[src/rtl/jk_cmd_sequencer.sv]
// Command FIFO feeding a jk_ff: one registered j/k pair per clock, a shadow
// model of the flop's q, and a sticky flag raised if the flop's q disagrees with it.
module jk_cmd_sequencer #(
  parameter int DEPTH = 4,
  parameter int AW    = 2,
  parameter int CW    = 8
) (
  input  logic          clk,
  input  logic          rst,
  input  logic          cmd_valid,
  output logic          cmd_ready,
  input  logic [1:0]    cmd,
  input  logic          pause,
  output logic          j,
  output logic          k,
  input  logic          q_in,
  output logic          exp_q,
  output logic [AW:0]   count,
  output logic [CW-1:0] issued,
  output logic          mismatch,
  output logic          busy
);

  typedef enum logic {INIT, RUN} state_t;

  state_t        state_reg, state_next;
  logic          chk_en_reg, chk_en_next;
  logic [1:0]    mem [DEPTH];
  logic [AW-1:0] wr_ptr_reg, rd_ptr_reg;
  logic [AW:0]   count_reg, count_next;
  logic [CW-1:0] issued_reg;
  logic          j_reg, k_reg, j_next, k_next;
  logic          exp_q_reg, exp_q_next;
  logic          mismatch_reg;
  logic          push, pop;
  logic [1:0]    head;

  // Both handshake decisions use only the registered count, so a word written
  // at an edge can never be popped at that same edge.
  assign cmd_ready = (count_reg < (AW+1)'(DEPTH));
  assign push      = cmd_valid && cmd_ready;
  assign pop       = (count_reg != '0) && !pause;
  assign head      = mem[rd_ptr_reg];

  always_ff @(posedge clk) begin
    if (push) mem[wr_ptr_reg] <= cmd;
  end

  always_ff @(posedge clk) begin
    if (rst) state_reg <= INIT;
    else     state_reg <= state_next;
  end

  always_comb begin
    state_next  = state_reg;
    chk_en_next = chk_en_reg;
    case (state_reg)
      INIT: begin
        state_next  = RUN;
        chk_en_next = 1'b1;
      end
      RUN: state_next = RUN;
      default: state_next = INIT;
    endcase
  end

  always_comb begin
    count_next = count_reg;
    case ({push, pop})
      2'b10:   count_next = count_reg + 1'b1;
      2'b01:   count_next = count_reg - 1'b1;
      default: count_next = count_reg;
    endcase
  end

  // Command encoding is HOLD=00, RESET=01, SET=10, TOGGLE=11, which is j/k directly.
  always_comb begin
    j_next = 1'b0;
    k_next = 1'b0;
    if (pop) begin
      j_next = head[1];
      k_next = head[0];
    end
  end

  always_comb begin
    exp_q_next = exp_q_reg;
    case ({j_reg, k_reg})
      2'b01:   exp_q_next = 1'b0;
      2'b10:   exp_q_next = 1'b1;
      2'b11:   exp_q_next = ~exp_q_reg;
      default: exp_q_next = exp_q_reg;
    endcase
  end

  always_ff @(posedge clk) begin
    if (rst) begin
      wr_ptr_reg   <= '0;
      rd_ptr_reg   <= '0;
      count_reg    <= '0;
      issued_reg   <= '0;
      j_reg        <= 1'b0;
      k_reg        <= 1'b1;  // force-clear the reset-less flop
      exp_q_reg    <= 1'b0;
      chk_en_reg   <= 1'b0;
      mismatch_reg <= 1'b0;
    end else begin
      if (push) wr_ptr_reg <= wr_ptr_reg + 1'b1;
      if (pop) begin
        rd_ptr_reg <= rd_ptr_reg + 1'b1;
        issued_reg <= issued_reg + 1'b1;
      end
      count_reg  <= count_next;
      j_reg      <= j_next;
      k_reg      <= k_next;
      exp_q_reg  <= exp_q_next;
      chk_en_reg <= chk_en_next;
      if (chk_en_reg && (q_in != exp_q_reg)) mismatch_reg <= 1'b1;
    end
  end

  assign j        = j_reg;
  assign k        = k_reg;
  assign exp_q    = exp_q_reg;
  assign count    = count_reg;
  assign issued   = issued_reg;
  assign mismatch = mismatch_reg;
  assign busy     = (count_reg != '0);

endmodule

[config.mk]
export PLATFORM = sky130hd
export DESIGN_NAME = jk_cmd_sequencer
export DESIGN_NICKNAME = d
export VERILOG_FILES = /design/src/rtl/jk_cmd_sequencer.sv
export SDC_FILE = /design/constraint.sdc
export NUM_CORES = 1
export LEC_CHECK = 0
export CAP_MARGIN = 20
export CORE_UTILIZATION = 40
export DETAILED_ROUTE_END_ITERATION = 8
export PLACE_DENSITY_LB_ADDON = 0.05
export SKIP_LAST_GASP = 1
export SLEW_MARGIN = 10
export SYNTH_ARGS = -nofsm -noshare
export SYNTH_HDL_FRONTEND = slang
export SYNTH_SLANG_ARGS = --single-unit
export TNS_END_PERCENT = 1
[constraint.sdc]
create_clock -name clk -period 3 [get_ports clk]
set_input_delay 0.75 -clock clk [delete_from_list [all_inputs] [get_ports clk]]
set_output_delay 0.75 -clock clk [all_outputs]
set_load 0.01 [all_outputs]
==> results of run 1 <==
-- final timing paths --
path                            startpoint    endpoint  slack (ns)  depth (start not counted)
worst max-delay path              count[2]        busy        0.30                          3
worst min-delay path             state_reg  chk_en_reg        0.42                          1
worst max register to register    count[2]    count[2]        0.69                          8
worst min register to register   state_reg  chk_en_reg        0.42                          1
-- critical path, stage by stage (launching register included) --
cell and delay (ns):
dfxtp_1 0.38, nor3_2 0.61, inv_1 0.12, clkdlybuf4s50_1 0.51
-- cell usage in the layout (no fill, tap or decap), types with 2 or more instances in the layout --
cell,netlist,layout
mux2i_1,2,2
and2_1,4,4
clkdlybuf4s50_1,0,23
buf_4,0,3
nor2_1,9,9
clkbuf_4,0,5
edfxtp_1,8,8
dfxtp_1,23,23
o31ai_1,6,6
or4_1,6,6
or3_1,3,3
xor2_1,3,3
a21oi_1,14,14
nand3_1,3,3
nand3b_1,2,2
inv_1,13,13
mux4_2,2,2
ha_1,6,6
o21ai_0,4,4
-- layer usage --
layer	vias up	GRT usage [%]
met5	-	0
met3	7	7.642
li1	490	-
met2	21	25.84
met1	452	19.14
met4	0	9.635
-- layout make-up --
type / count / share of cell area [%]
inverter: 13 / 2.895
sequential: 31 / 41.57
clock inverter: 2 / 2.079
multi-input combinational: 74 / 32.15
clock buffer: 6 / 3.044
timing repair buffer: 26 / 15.00
tap: 44 / 3.267
-- through the flow --
step	hold slack, ns	util [%]	cell area (um^2)	setup WS, ns	total power [mW]
6_report	0.4169	54.31	1685	0.3024	1.265
2_1_floorplan	0.3890	-	1323	0.6863	0.7981
4_1_cts	0.4239	54.31	1685	0.2782	1.282
5_1_grt	0.4622	54.31	1685	0.05635	1.360
3_3_place_gp	0.4061	51.53	1599	0.2989	0.9205
3_5_place_dp	0.4059	51.53	1599	0.1546	0.9355
-- power by group --
group | internal [mW] | switching [mW] | leakage [nW] | total (mW)
Clock | 0.197 | 0.144 | 0.0482 | 0.341
Combinational | 0.188 | 0.192 | 0.314 | 0.380
Sequential | 0.493 | 0.0517 | 0.261 | 0.545
-- kinds of logic (layout without fill, tap and decap cells) --
| kind of cell | count (synthesis) | after routing | synth area share [%] |
|---|---|---|---|
| buf+inv | 19 | 47 | 6.054 |
| flops | 31 | 31 | 52.98 |
| mux | 5 | 5 | 5.771 |
| simple gates | 33 | 33 | 14.57 |
| fa+ha+maj | 7 | 7 | 7.190 |
| compound gates | 25 | 25 | 10.79 |
| xor+xnor | 4 | 4 | 2.649 |
==> impl_metrics.py, run 1 <==
metrics = {
    "status": {
        "outcome": "finished, final reports clean",
    },
    "route": {
        "ant_nets": 0,
        "wl_met3_um": 126,
        "dr_wl_met2_mm": 1.147,
        "vias": 970,
        "wl_mm": 2.419,
        "route.detailed.drc": 0,
        "wl_per_cell_um": 12.34,
        "drt-initial-drc-count": 38,
        "dr.pass1.iters": 4,
        "routed_via_density": 4.949,
        "dr.max_layer_used": "met4",
        "m1WireLength_mm": 1.071,
    },
    "yosys": {
        "synth-edff-count": 8,
        "ys_top_cells_by_count": "dfxtp_1, a21oi_1, inv_1",
        "synth_seq_cells": 31,
        "synth_area_leaders": "dfxtp_1, edfxtp_1, ha_1",
        "yosysSeqAreaShare_pct": 52.98,
        "ys_warn_count": 0,
        "synthesis.area_um2": 1323,
        "synth_top_area_share_pct": 34.82,
        "postSynth.asyncResetShare_pct": 0,
        "synthCells": 124,
        "synth.distinct_cells": 29,
        "ys.flop_type": "dfxtp_1",
        "synthesis.nets": 138,
        "syn_area_per_cell_um2": 10.67,
        "synth_area_leader_cell": "dfxtp_1",
        "yosysMostFrequentCell": "dfxtp_1",
    },
    "die": {
        "std_cell_rows": 20,
        "die_y_um": 59.50,
        "die_area_um2": 3540,
        "core_area_um2": 3103,
        "start_util_pct": 42.62,
        "io-pin-count": 24,
        "dieWidth_um": 59.50,
    },
    "clocking": {
        "cts_resized": 0,
        "postCtsSetupBuffers": 0,
        "clockBufferDepth": 2,
        "path_clk_slew_ns": 0.10,
        "cts_made_buffers": 5,
        "cts_root_buf": "clkbuf_4",
        "cts_sinks": 31,
        "cts_max_level": 2,
        "hold_buffers": 0,
        "cts_tree": "yes",
        "insertion_delay_ns": 0.33,
    },
    "cells_and_area": {
        "num_antenna_cells": 0,
        "drive_above_1_share_pct": 9.868,
        "synthToLayoutAreaGrowth_pct": 27.44,
        "fin_cells": 196,
        "n_fill_cell": 294,
        "multi_input_area_um2": 541.8,
        "seqCellArea_um2": 700.7,
        "nets": 165,
    },
    "critical_path": {
        "cp-end-kind": "output port",
        "arrival_ns": 1.95,
        "cp.required_ns": 2.25,
        "critPathMaxFanout": 12,
        "critPathLaunchType": "flop",
        "crit_type": "reg -> out",
    },
    "placement": {
        "dp.cells": 188,
        "port_buffers": 23,
        "gp_congestion": 0.7600,
        "dpl.hpwl_mm": 1.738,
    },
    "power_and_ir_drop": {
        "p_per_area_nw_per_um2": 750.6,
        "peakVddDrop_uv": 326.8,
        "p_leak_nw": 0.6232,
    },
    "timing": {
        "worst_pin_slew_ns": 0.6828,
        "fin_crit_sh_pct": 89.92,
        "fin_setup_tns_ns": 0,
        "final-setup-viol-count": 0,
        "hold_viol": 0,
        "drv_slew": 0,
        "fmaxAchievable_mhz": 370.7,
        "rsz0062_at_grt": "false",
        "clock-skew-final_ns": 0.01370,
        "slew_headroom_pct": 54.23,
        "min_period_ns": 2.698,
    },
    "grt": {
        "antenna_found_initial": 0,
        "grt_pass1_vias": 938,
        "grt-ovfl-total": 0,
        "grtUsageTotal_pct": 16.76,
        "grt_pass1_wl_mm": 4.215,
        "grt_start_max_net_pins": 16,
    },
    "flow_run": {
        "drv_cap": 0,
    },
    "min_path": {
        "min_path_type": "reg -> reg",
    },
}
(Power assumes the default switching activity.)
==> run 2: changes to the inputs <==
--- a/config.mk
+++ b/config.mk
@@ -10,7 +10,7 @@
 export DETAILED_ROUTE_END_ITERATION = 8
 export PLACE_DENSITY_LB_ADDON = 0.05
 export SKIP_LAST_GASP = 1
-export SLEW_MARGIN = 10
+export SLEW_MARGIN = 5
 export SYNTH_ARGS = -nofsm -noshare
 export SYNTH_HDL_FRONTEND = slang
 export SYNTH_SLANG_ARGS = --single-unit
==> results of run 2 <==
Final layout, timing and power as in run 1 (identical DEF).
==> run 3: changes to the inputs <==
--- a/config.mk
+++ b/config.mk
@@ -10,7 +10,7 @@
 export DETAILED_ROUTE_END_ITERATION = 8
 export PLACE_DENSITY_LB_ADDON = 0.05
 export SKIP_LAST_GASP = 1
-export SLEW_MARGIN = 5
+export SLEW_MARGIN = 20
 export SYNTH_ARGS = -nofsm -noshare
 export SYNTH_HDL_FRONTEND = slang
 export SYNTH_SLANG_ARGS = --single-unit
==> results of run 3 <==
Final layout, timing and power as in run 1 (identical DEF).
